--- config.mk ---
export PLATFORM = sky130hd
export DESIGN_NAME = piece_sequencer
export DESIGN_NICKNAME = d
export VERILOG_FILES = /design/src/rtl/tetris_pkg.sv /design/src/rtl/piece_rng.sv /design/src/rtl/piece_sequencer.sv
export SDC_FILE = /design/constraint.sdc
export NUM_CORES = 1
export LEC_CHECK = 0
export CORE_MARGIN = 2
export CORE_UTILIZATION = 51
export CTS_CLUSTER_SIZE = 20
export DETAILED_ROUTE_END_ITERATION = 16
export GPL_TIMING_DRIVEN = 0
export PLACE_DENSITY = 0.71
export SYNTH_ARGS = -nofsm -noshare
export SYNTH_HDL_FRONTEND = slang
export SYNTH_HIERARCHICAL = 1
export SYNTH_SLANG_ARGS = --single-unit
--- constraint.sdc ---
create_clock -name clk -period 2.47 [get_ports clk]
set_input_delay 0.741 -clock clk [delete_from_list [all_inputs] [get_ports clk]]
set_output_delay 0.741 -clock clk [all_outputs]
set_load 0.02 [all_outputs]
--- src/rtl/tetris_pkg.sv ---
// Shared constants and types for the tetris game-flow logic:
// board size, piece codes, sequencer states and request priority.
package tetris_pkg;

  localparam int BOARD_WIDTH  = 10;
  localparam int BOARD_HEIGHT = 20;

  typedef enum logic [2:0] {
    PIECE_I = 3'd0,
    PIECE_O = 3'd1,
    PIECE_T = 3'd2,
    PIECE_S = 3'd3,
    PIECE_Z = 3'd4,
    PIECE_J = 3'd5,
    PIECE_L = 3'd6
  } piece_t;

  typedef enum logic [2:0] {
    ST_IDLE,
    ST_SPAWN,
    ST_SPAWN_CHK,
    ST_FALL,
    ST_TRY,
    ST_LOCK,
    ST_SETTLE,
    ST_GAME_OVER
  } seq_state_t;

  typedef enum logic [2:0] {
    REQ_NONE,
    REQ_DROP,
    REQ_DOWN,
    REQ_ROT,
    REQ_LEFT,
    REQ_RIGHT
  } req_t;

  localparam int PEND_W     = 5;
  localparam int PEND_RIGHT = 0;
  localparam int PEND_LEFT  = 1;
  localparam int PEND_ROT   = 2;
  localparam int PEND_DOWN  = 3;
  localparam int PEND_DROP  = 4;

  // Highest-priority pending request: drop > down > rot > left > right.
  function automatic req_t pick_request(input logic [PEND_W-1:0] pend);
    if (pend[PEND_DROP])  return REQ_DROP;
    if (pend[PEND_DOWN])  return REQ_DOWN;
    if (pend[PEND_ROT])   return REQ_ROT;
    if (pend[PEND_LEFT])  return REQ_LEFT;
    if (pend[PEND_RIGHT]) return REQ_RIGHT;
    return REQ_NONE;
  endfunction

  function automatic logic [PEND_W-1:0] req_mask(input req_t req);
    logic [PEND_W-1:0] m;
    m = '0;
    case (req)
      REQ_DROP:  m[PEND_DROP]  = 1'b1;
      REQ_DOWN:  m[PEND_DOWN]  = 1'b1;
      REQ_ROT:   m[PEND_ROT]   = 1'b1;
      REQ_LEFT:  m[PEND_LEFT]  = 1'b1;
      REQ_RIGHT: m[PEND_RIGHT] = 1'b1;
      default:   m = '0;
    endcase
    return m;
  endfunction

endpackage

--- src/rtl/piece_rng.sv ---
// Next-piece generator: 8-bit Fibonacci LFSR (taps 8,6,5,4) with the
// low three bits folded onto the seven piece codes.
module piece_rng
  import tetris_pkg::*;
#(
  parameter logic [7:0] LFSR_SEED = 8'hA5
) (
  input  logic       clk,
  input  logic       rst_n,
  input  logic       en,
  output logic [2:0] piece
);

  logic [7:0] lfsr;

  always_ff @(posedge clk or negedge rst_n) begin
    if (!rst_n) begin
      lfsr <= LFSR_SEED;
    end else if (en) begin
      lfsr <= {lfsr[6:0], lfsr[7] ^ lfsr[5] ^ lfsr[4] ^ lfsr[3]};
    end
  end

  // Code 7 has no piece; fold it onto the I piece.
  assign piece = (lfsr[2:0] == 3'd7) ? 3'(PIECE_I) : lfsr[2:0];

endmodule

--- src/rtl/piece_sequencer.sv ---
// Game-flow controller: owns the falling piece, turns requests and gravity
// into trial positions, and commits or rejects them using the playfield collision flag.
module piece_sequencer
  import tetris_pkg::*;
#(
  parameter int         BOARD_WIDTH  = tetris_pkg::BOARD_WIDTH,
  parameter int         BOARD_HEIGHT = tetris_pkg::BOARD_HEIGHT,
  parameter int         SPAWN_X      = 3,
  parameter int         GRAVITY_DIV  = 25000000,
  parameter logic [7:0] LFSR_SEED    = 8'hA5
) (
  input  logic                            clk,
  input  logic                            rst_n,
  input  logic                            start,
  input  logic                            btn_left,
  input  logic                            btn_right,
  input  logic                            btn_rot,
  input  logic                            btn_drop,
  input  logic                            collision,
  output logic [$clog2(BOARD_WIDTH)-1:0]  cur_x,
  output logic [$clog2(BOARD_HEIGHT)-1:0] cur_y,
  output logic [2:0]                      cur_piece,
  output logic [1:0]                      cur_rotation,
  output logic                            place_piece,
  output logic                            game_over,
  output logic [15:0]                     pieces_placed
);

  localparam int XW = $clog2(BOARD_WIDTH);
  localparam int YW = $clog2(BOARD_HEIGHT);
  localparam int GW = $clog2(GRAVITY_DIV);

  seq_state_t        state;
  req_t              try_req;
  req_t              sel;
  logic [XW-1:0]     com_x;
  logic [YW-1:0]     com_y;
  logic [1:0]        com_rot;
  logic [PEND_W-1:0] pending;
  logic [PEND_W-1:0] pending_next;
  logic [PEND_W-1:0] clr_mask;
  logic [PEND_W-1:0] set_mask;
  logic [GW-1:0]     grav_cnt;
  logic              grav_tick;
  logic              accept_btn;
  logic              rng_en;
  logic [2:0]        rng_piece;

  assign rng_en     = (state != ST_IDLE);
  assign accept_btn = (state == ST_FALL) || (state == ST_TRY) ||
                      (state == ST_LOCK) || (state == ST_SETTLE);
  assign grav_tick  = ((state == ST_FALL) || (state == ST_TRY)) &&
                      (grav_cnt == GW'(GRAVITY_DIV - 1));
  assign sel        = pick_request(pending);

  piece_rng #(.LFSR_SEED(LFSR_SEED)) u_rng (
    .clk   (clk),
    .rst_n (rst_n),
    .en    (rng_en),
    .piece (rng_piece)
  );

  // A new request arriving in the same cycle its bit is serviced must survive.
  always_comb begin
    clr_mask = '0;
    set_mask = '0;
    if (state == ST_FALL && sel == REQ_LEFT && com_x == '0) begin
      clr_mask[PEND_LEFT] = 1'b1;
    end else if (state == ST_TRY) begin
      clr_mask = req_mask(try_req);
    end
    if (accept_btn) begin
      set_mask[PEND_DROP]  = btn_drop;
      set_mask[PEND_ROT]   = btn_rot;
      set_mask[PEND_LEFT]  = btn_left;
      set_mask[PEND_RIGHT] = btn_right;
    end
    set_mask[PEND_DOWN] = grav_tick;
    pending_next = (state == ST_SPAWN) ? '0 : ((pending & ~clr_mask) | set_mask);
  end

  always_ff @(posedge clk or negedge rst_n) begin
    if (!rst_n) begin
      pending  <= '0;
      grav_cnt <= '0;
    end else begin
      pending <= pending_next;
      if (state == ST_SPAWN) begin
        grav_cnt <= '0;
      end else if (state == ST_FALL || state == ST_TRY) begin
        grav_cnt <= grav_tick ? '0 : grav_cnt + GW'(1);
      end
    end
  end

  // cur_* carry the trial position during TRY and mirror com_* otherwise.
  always_ff @(posedge clk or negedge rst_n) begin
    if (!rst_n) begin
      state         <= ST_IDLE;
      try_req       <= REQ_NONE;
      com_x         <= '0;
      com_y         <= '0;
      com_rot       <= '0;
      cur_x         <= '0;
      cur_y         <= '0;
      cur_piece     <= '0;
      cur_rotation  <= '0;
      place_piece   <= 1'b0;
      game_over     <= 1'b0;
      pieces_placed <= '0;
    end else begin
      case (state)
        ST_IDLE: begin
          if (start) state <= ST_SPAWN;
        end
        ST_SPAWN: begin
          cur_piece    <= rng_piece;
          com_x        <= XW'(SPAWN_X);
          com_y        <= '0;
          com_rot      <= '0;
          cur_x        <= XW'(SPAWN_X);
          cur_y        <= '0;
          cur_rotation <= '0;
          state        <= ST_SPAWN_CHK;
        end
        ST_SPAWN_CHK: begin
          if (collision) begin
            game_over <= 1'b1;
            state     <= ST_GAME_OVER;
          end else begin
            state <= ST_FALL;
          end
        end
        ST_FALL: begin
          case (sel)
            REQ_DROP, REQ_DOWN: begin
              cur_y   <= com_y + YW'(1);
              try_req <= sel;
              state   <= ST_TRY;
            end
            REQ_ROT: begin
              cur_rotation <= com_rot + 2'd1;
              try_req      <= sel;
              state        <= ST_TRY;
            end
            REQ_LEFT: begin
              if (com_x != '0) begin
                cur_x   <= com_x - XW'(1);
                try_req <= sel;
                state   <= ST_TRY;
              end
            end
            REQ_RIGHT: begin
              cur_x   <= com_x + XW'(1);
              try_req <= sel;
              state   <= ST_TRY;
            end
            default: ;
          endcase
        end
        ST_TRY: begin
          if (!collision) begin
            com_x   <= cur_x;
            com_y   <= cur_y;
            com_rot <= cur_rotation;
            if (try_req == REQ_DROP) begin
              cur_y <= cur_y + YW'(1);
            end else begin
              try_req <= REQ_NONE;
              state   <= ST_FALL;
            end
          end else begin
            cur_x        <= com_x;
            cur_y        <= com_y;
            cur_rotation <= com_rot;
            if (try_req == REQ_DROP || try_req == REQ_DOWN) begin
              place_piece <= 1'b1;
              state       <= ST_LOCK;
            end else begin
              try_req <= REQ_NONE;
              state   <= ST_FALL;
            end
          end
        end
        ST_LOCK: begin
          place_piece <= 1'b0;
          try_req     <= REQ_NONE;
          if (pieces_placed != 16'hFFFF) pieces_placed <= pieces_placed + 16'd1;
          state <= ST_SETTLE;
        end
        ST_SETTLE: begin
          state <= ST_SPAWN;
        end
        ST_GAME_OVER: ;
        default: state <= ST_IDLE;
      endcase
    end
  end

endmodule

**After elaboration in Yosys (flattened, before gate mapping)**

Index checks and enable logic that the tools add are counted.
Widths: inputs -> output; s select.

- Register bits after elaboration: 87
- Word-level logic and storage cells: 160
- Output and inout port bits: 32
- Input bits: 8

- Multiplexer cells: 73
- Equality and inequality tests: 31
- $add $sub $neg: 7
- Reduce and logical (&&, ||, !) cells: 28
- Bitwise gates (word level): 6

Operators with widths:

| cell | count |
|---|---|
| $mux 25 | 3 |
| $mux 3 | 23 |
| $mux 5 | 6 |
| $add 25x1->25 const B | 1 |
| $eq 25x25->1 const B | 1 |
| $mux 1 | 25 |
| $eq 3x3->1 const B | 8 |
| $pmux 3 s7 | 1 |
| $eq 3x2->1 const B | 6 |
| $add 16x1->16 const B | 1 |
| $ne 16x16->1 const B | 1 |
| $pmux 4 s2 | 2 |
| $pmux 5 s3 | 1 |
| $pmux 3 s2 | 2 |
| $pmux 4 s3 | 1 |
| $add 5x1->5 const B | 2 |
| $pmux 5 s2 | 1 |
| $reduce_and 5->1 | 2 |
| $eq 3x1->1 const B | 3 |
| $ne 3x2->1 const B | 3 |
| $pmux 3 s3 | 1 |
| $reduce_and 3->1 | 3 |
| $reduce_bool 3->1 | 3 |
| $mux 4 | 2 |
| 25 further kinds | 43 |

**Depth between registers and ports, before layout**

Gate-level depths: netlist of the first run.

- Depth after elaboration: 24
- Depth in mapped cells: 9
- Gate-level depth less buffers: 8

**Modules after synthesis**

Netlist of the first run, hierarchy kept.

By module, submodules not included:

| module | cells an instance | instances | seq. area each (um^2) | area an instance (um^2) |
|---|---|---|---|---|
| piece_sequencer | 479 | 1 | 1976.9 | 4479.3 |
| piece_rng | 24 | 1 | 205.2 | 352.8 |

**Least setup slack after synthesis of the first run**

OpenSTA, ideal clock, no wires.

- Path type: input to register
- Start: input collision
- End: register try_req[0]
- Arrival: 1954 ps
- Path buffers: 1
- Setup time: 125 ps
- Slack: 392 ps
- Data required time: 2345 ps
- Stages on the path: 5
- Cells stage by stage: clkbuf_1 nor3b_1 o21ai_0 nand3_1 mux2_2

- Word-level cells in the longest chain between the ends: 2
- Elaborated cells on any way between the ends: 5
- Classes of those cells: eq/ne: 2; mux: 2; reduce/logical: 1

Ends and longest elaborated chain:

| element | RTL line | source |
|---|---|---|
| start, declared | piece_sequencer.sv:19 | `input logic collision,` |
| $ne 3x3->1 (no line) / $mux 3 (equally long branches) | n/a |  |
| $reduce_and 5->1 (no line) / $pmux 3 s3 (equally long branches) | n/a |  |
| end signal, assigned | piece_sequencer.sv:138 | `try_req <= sel;` |
| end signal, assigned | piece_sequencer.sv:143 | `try_req <= sel;` |
| end signal, assigned | piece_sequencer.sv:149 | `try_req <= sel;` |
| end, declared | piece_sequencer.sv:34 | `req_t try_req;` |

Parallel ways exist; a longest one is shown, timed or not.
A chain may end at the register's enable or synchronous reset.

**Worst setup path in the final report of the first run**

- Start: register state[1]
- End: register try_req[1]

- Word-level cells in the longest chain between the ends: 3
- Elaborated cells on any way between the ends: 10
- Classes of those cells: eq/ne: 7; mux: 1; reduce/logical: 2

Ends and longest elaborated chain:

| element | RTL line | source |
|---|---|---|
| start, declared | piece_sequencer.sv:33 | `seq_state_t state;` |
| start signal, assigned | piece_sequencer.sv:99 | `state <= ST_IDLE;` |
| start signal, assigned | piece_sequencer.sv:114 | `if (start) state <= ST_SPAWN;` |
| start signal, assigned | piece_sequencer.sv:124 | `state <= ST_SPAWN_CHK;` |
| $eq 3x3->1 / $eq 3x2->1 (equally long branches) | piece_sequencer.sv:112 | `case (state)` |
| $ne 3x3->1 (no line) (tied with other cells) | n/a |  |
| $reduce_and 5->1 (no line) | n/a |  |

Parallel ways exist; a longest one is shown, timed or not.

==> run_results.csv, run 1 <==
group,metric,value,unit
logic_synthesis,synth_top_cell_by_area,"dfrtp_1",
logic_synthesis,synth_top_area_share,0.4298,
critical_path,crit_cells,7,
placed_design,place_ws,-0.08776,ns
clocking,numCtsBuffers,9,
critical_path,timing.rr.start,"state[1]",
finish,nFillCells,811,
timing,max_freq,0.4379,GHz
logic_synthesis,synth.most_common_cell,"dfrtp_1",
timing,tightestPinTransition,0.7217,ns
timing,fin_setup_tns,0,ns
clocking,postCtsHoldBufs,0,
critical_path,path_delay_family,"simple AND/OR/NAND/NOR gates",
drt,drtAntennaViolNets,0,
job,maxCapViolCount,0,
global_routing,grt_pass1_wl,19010,um
logic_synthesis,synthDistinctLibCells,70,
drt,avgRoutedWirePerCell,16.49,um
clocking,post-cts-setup-buffer-count,0,
global_routing,grt_pass1_vias,3920,
finish,drive_gt1_frac,0.1039,
critical_path,cp_cell_sequence,"buf_2, nand3b_1, buf_2, nor4_1, nand3_1, nand3_1, mux2_2",
finish,layout.cells.non_filler,669,
critical_path,critPathSlowestCell,"dfrtp_1",
clocking,htreeDepth,3,
run_status,status,"completed",
logic_synthesis,synth_edf_count,0,
power,vdd_ir_drop_max,0.6016,mV
drt,drt_iter0_drc,237,
placed_design,port_buffers,38,
critical_path,r2r_cells,7,
logic_synthesis,ys_seq_elements,87,
critical_path,crit_path_end_kind,"register",
logic_synthesis,yosysWarnings,6,
clocking,clock_latency,0.37,ns
die,dieArea,10270,um2
timing,period_share,0.9247,
finish,synthToLayoutAreaGrowth,15.33,%
critical_path,cp_num_buf_inv,2,
logic_synthesis,yosysSeqAreaShare,0.4516,
clocking,cts.repair.resized,0,
logic_synthesis,synth_area_leaders,"dfrtp_1 43%, o21ai_0 3.6%, nand2_1 3.5%, xnor2_1 3.1%, nor2_1 3.0%",
die,start_util,0.5254,
timing,relSlewSlack,0.5178,
critical_path,r2r_end,"try_req[1]",
timing,post-route-min-period,2.284,ns
clocking,clockBufferDepth,2,
die,die_width,101.3,um
finish,nNetsFinal,569,
timing,slew_viol_final,0,
die,core-area,9196,um2
worst_hold_path,hp-class,"in2async",
power,power_density,972.9,nW/um2
timing,rsz0062_at_grt,"no",
clocking,cts_sinks,87,
logic_synthesis,avgSynthCellArea,9.607,um2
logic_synthesis,syn_nets,519,
logic_synthesis,ys.flop_type,"dfrtp_1",
drt,first_pass_iters,5,
critical_path,critPathRequiredTime,2.72,ns
timing,fin_ws,0.1861,ns
critical_path,critPathMaxStageDelay,0.41,ns
global_routing,grt_max_degree,62,
clocking,cts_tree,"built",
logic_synthesis,synthArstFlopShare,1.000,
critical_path,worstPathArrival,2.54,ns
die,ios,40,
timing,skew,0.01457,ns
logic_synthesis,syn-cell-area,4832,um2
global_routing,grt.total_usage,0.2298,
finish,antenna_cells,0,
placed_design,place.detailed.hpwl,7762,um
critical_path,worstSetupPathType,"reg2reg",
critical_path,crit_fanout,10,
finish,fin_util,0.6060,
timing,finalSetupViolations,0,
drt,drc,0,
drt,vias_per_cell,6.188,
logic_synthesis,yosys-top-cells-count,"83 x dfrtp_1, 45 x nand2_1, 38 x nor2_1, 35 x o21ai_0",
timing,hold_viol,0,
clocking,clkTransAtPathRegs,0.09,ns
die,row_count,35,
clocking,clockRootBuffer,"clkbuf_8",
placed_design,place_congestion,0.8905,
power,p_leak,2.324,nW
critical_path,crit_end,"try_req[1]",
critical_path,critical_path.startpoint_type,"register",
die,die_y,101.3,um
drt,via_count,4140,
drt,wirelength,11030,um
critical_path,startpoint,"state[1]",
placed_design,placed_cells,653,
logic_synthesis,syn_inst,503,
timing,holdWs,0.2745,ns
global_routing,antenna_found_initial,0,
global_routing,overflow,0,
critical_path,r2r_setup_slack,0.19,ns
## worst register-to-register path: stages (launching register included)
cell	delay [ns]
dfrtp_1	0.41
buf_2	0.25
nand3b_1	0.14
buf_2	0.21
nor4_1	0.39
nand3_1	0.23
nand3_1	0.20
mux2_2	0.35
## power by group
group | switching, mW | internal, mW | leakage (nW) | total (mW)
combinational | 1.34 | 1.03 | 1.09 | 2.37
clock | 0.546 | 0.469 | 0.0956 | 1.02
sequential | 0.303 | 1.74 | 1.14 | 2.04
## flip-flops by register name, indices dropped and copies added, names as in the netlist, 2 cells and up
name           count
grav_cnt          25
pieces_placed     16
u_rng/lfsr         8
com_y              5
cur_y              5
pending            5
com_x              4
cur_x              4
cur_piece          3
state              3
try_req            3
com_rot            2
cur_rotation       2
## metal layers
layer | vias to the layer above | share of wire | GRT usage
met4 | 0 | 0.010 | 0.05821
met3 | 12 | 0.045 | 0.03727
met5 | - | 0 | 0
li1 | 1964 | - | -
met1 | 2041 | 0.47 | 0.3339
met2 | 123 | 0.47 | 0.3612
## worst min path at each step
| stage | to | slack, ns | cells past startpoint | from |
|---|---|---|---|---|
| global route | com_x[3] | 0.30 | 1 | rst_n |
| global placement | game_over | 0.45 | 1 | game_over |
| finish | com_x[3] | 0.27 | 1 | rst_n |
| CTS | com_x[3] | 0.29 | 1 | rst_n |
| floorplan | grav_cnt[22] | 0.44 | 1 | grav_cnt[22] |
| detailed placement | game_over | 0.45 | 1 | game_over |
## cell type report
class                           instances  area (um2)  area share
Tap cell                              111       138.9     0.02492
Multi-Input combinational cell        380        2454      0.4403
Clock inverter                          7       72.57     0.01302
Buffer                                 26       158.9     0.02851
Timing Repair Buffer                   39       405.4     0.07274
Sequential cell                        87        2182      0.3916
Clock buffer                            9       123.9     0.02223
Inverter                               10       37.54    0.006736
## cells in the final DEF, fill, tap and decap left out, types with 10 or more instances in the layout
master	count
dfrtp_1	83
nand2_1	45
nor2_1	38
clkdlybuf4s50_1	37
o21ai_0	35
nand3_1	27
a21oi_1	27
a31oi_1	18
xnor2_1	17
nor3_1	15
mux2_2	12
clkbuf_1	11
inv_1	10
and3_1	10
## stage by stage
stage                     cell area, um2  power, mW
after floorplan                     4832      3.708
after global placement              5351      4.337
after detailed placement            5376      4.421
after CTS                           5573      5.433
after global routing                5573      5.799
final                               5573      5.422
## logic make-up (layout without fill, tap and decap cells)
family,count (synthesis),in the layout,synth area share
adders and majority gates,9,9,0.02434
xor gates and xnor gates,26,26,0.04713
AOI/OAI and AO/OA,137,137,0.1846
and+or+nand+nor,189,189,0.2084
muxes,19,19,0.04324
buffers and inverters,36,91,0.04065
DFF,87,87,0.4516
Power figures use the tool's default switching activity.
==> inputs of run 2 (changes only) <==
--- a/config.mk
+++ b/config.mk
@@ -5,6 +5,7 @@
 export SDC_FILE = /design/constraint.sdc
 export NUM_CORES = 1
 export LEC_CHECK = 0
+export CAP_MARGIN = 20
 export CORE_MARGIN = 2
 export CORE_UTILIZATION = 51
 export CTS_CLUSTER_SIZE = 20
==> results of run 2 <==
Final layout, timing and power as in run 1 (identical DEF).
==> inputs of run 3 (changes only) <==
--- a/config.mk
+++ b/config.mk
@@ -10,7 +10,6 @@
 export CORE_UTILIZATION = 51
 export CTS_CLUSTER_SIZE = 20
 export DETAILED_ROUTE_END_ITERATION = 16
-export GPL_TIMING_DRIVEN = 0
 export PLACE_DENSITY = 0.71
 export SYNTH_ARGS = -nofsm -noshare
 export SYNTH_HDL_FRONTEND = slang
==> run 3 against run 2 <==
Against the previous run:
- die area stayed put
- worst hold slack better by 0.099 ns
- critical endpoint unchanged
- sequential cell count is the same
- first-iteration DRC count is 51% higher
- non-clock buffer count fell by 5
- critical path type unchanged
==> run_results.csv, run 3 (same netlist as run 1, synthesis figures left out) <==
group,metric,value,unit
run_status,status,"completed",
clocking,postCtsHoldBufs,0,
finish,layout.cells.non_filler,664,
global_routing,grt_pass1_vias,3807,
global_routing,grt.total_usage,0.2187,
placed_design,place_congestion,0.9632,
clocking,cts_tree,"built",
finish,layout_commonest_cell,"dfrtp_1",
finish,nFillCells,784,
finish,top_regs,"grav_cnt (25), pieces_placed (16), u_rng/lfsr (8)",
power,pwr-share-clk,0.219,
critical_path,r2r_end,"try_req[1]",
power,seqPwrFrac,0.371,
drt,first_pass_iters,5,
global_routing,grt_max_degree,88,
critical_path,crit_fanout,5,
global_routing,grt_pass1_wl,18080,um
clocking,clock_latency,0.37,ns
timing,post-route-min-period,2.249,ns
drt,drc,0,
critical_path,timing.rr.start,"com_x[2]",
die,start_util,0.5254,
power,power.switching,2.171,mW
finish,final_area,5618,um2
clocking,post-cts-setup-buffer-count,0,
critical_path,crit_path_end_kind,"register",
power,intPower,3.454,mW
drt,drtAntennaViolNets,0,
critical_path,r2r_cells,5,
timing,relSlewSlack,0.5774,
drt,avgRoutedWirePerCell,15.97,um
finish,largest_register_ffs,25,
timing,max_freq,0.4447,GHz
timing,period_share,0.9105,
die,ios,40,
timing,skew,0.01438,ns
finish,drive_gt1_frac,0.1139,
critical_path,worstSetupPathType,"reg2reg",
clocking,htreeDepth,3,
drt,wirelength,10600,um
critical_path,worstPathArrival,2.50,ns
critical_path,r2r_setup_slack,0.22,ns
clocking,clockBufferDepth,2,
timing,rsz0062_at_grt,"no",
die,die_width,101.3,um
timing,finalSetupViolations,0,
clocking,clkTransAtPathRegs,0.10,ns
clocking,clockRootBuffer,"clkbuf_8",
worst_hold_path,hp-class,"in2async",
finish,nNetsFinal,564,
power,vdd_ir_drop_max,0.6936,mV
power,power_density,1001,nW/um2
critical_path,critPathRequiredTime,2.72,ns
placed_design,place.detailed.hpwl,7401,um
critical_path,critical_path.startpoint_type,"register",
clocking,cts_sinks,87,
finish,antenna_cells,0,
job,maxCapViolCount,0,
power,swShare,0.3860,
placed_design,placed_cell_area,5370,um2
drt,via_count,4030,
timing,tightestPinTransition,0.6316,ns
die,die_y,101.3,um
clocking,numCtsBuffers,9,
finish,final_cell_mix,"83 x dfrtp_1, 45 x nand2_1, 38 x nor2_1, 38 x clkdlybuf4s50_1, 35 x o21ai_0",
finish,synthToLayoutAreaGrowth,16.26,%
timing,hold_viol,0,
global_routing,antenna_found_initial,0,
clocking,cts.repair.resized,0,
power,p_leak,2.359,nW
placed_design,port_buffers,39,
finish,regMostFlops,"grav_cnt",
power,combinationalPowerShare,0.410,
die,dieArea,10270,um2
die,row_count,35,
global_routing,overflow,0,
timing,fin_setup_tns,0,ns
timing,slew_viol_final,0,
die,core-area,9196,um2
drt,vias_per_cell,6.069,
power,power,5.625,mW
placed_design,placed_cells,648,
drt,drt_iter0_drc,359,
-- run 3: metrics by stage --
stage | utilization | setup WS (ns) | hold slack (ns)
global route | 0.6109 | 0.06180 | 0.4316
CTS | 0.6109 | 0.2389 | 0.4159
global placement | 0.5839 | 0.07283 | 0.4560
floorplan | - | 0.3916 | 0.4420
finish | 0.6109 | 0.2211 | 0.3733
detailed placement | 0.5839 | -0.04849 | 0.4672
-- run 3: power by group through the flow --
| stage | Combinational (mW) | Sequential (mW) | Clock, mW |
|---|---|---|---|
| after floorplan | 1.60 | 2.11 | 0 |
| after detailed placement | 2.28 | 2.11 | 0 |
| after CTS | 2.29 | 2.08 | 1.25 |
| after global routing | 2.54 | 2.14 | 1.32 |
| after global placement | 2.22 | 2.10 | 0 |
| final | 2.31 | 2.09 | 1.23 |
-- run 3: layer usage --
| layer | vias up | track usage | part of all wire |
|---|---|---|---|
| li1 | 1954 | - | - |
| met1 | 1937 | 0.3122 | 0.48 |
| met2 | 114 | 0.3367 | 0.46 |
| met3 | 25 | 0.04072 | 0.046 |
| met4 | 0 | 0.07588 | 0.019 |
| met5 | - | 0 | 0 |
-- run 3: area by class of cell --
| class | instances | area (um2) | share of cell area |
|---|---|---|---|
| timing repair buffer | 60 | 558.0 | 0.09933 |
| tap | 111 | 138.9 | 0.02472 |
| sequential | 87 | 2182 | 0.3884 |
| clock inverter | 7 | 123.9 | 0.02205 |
| inverter | 10 | 37.54 | 0.006682 |
| multi-input combinational | 380 | 2454 | 0.4367 |
| clock buffer | 9 | 123.9 | 0.02205 |
-- run 3: worst max-delay path: stages (launching register included) --
cell and delay, ns:
dfrtp_1 0.44, or4_1 0.58, nor4_1 0.33, nand3_1 0.23
nand3_1 0.20, mux2_2 0.35
-- run 3: how the worst max path moves through the flow --
stage          cells past startpoint          endpoint  slack [ns]              from
4_1_cts                            1  pieces_placed[3]        0.24  pieces_placed[3]
3_3_place_gp                       6        try_req[0]        0.07         collision
3_5_place_dp                       6        try_req[1]       -0.05         collision
2_1_floorplan                      5        try_req[0]        0.39         collision
6_report                           5        try_req[1]        0.22          com_x[2]
5_1_grt                            5          cur_x[3]        0.06          state[1]
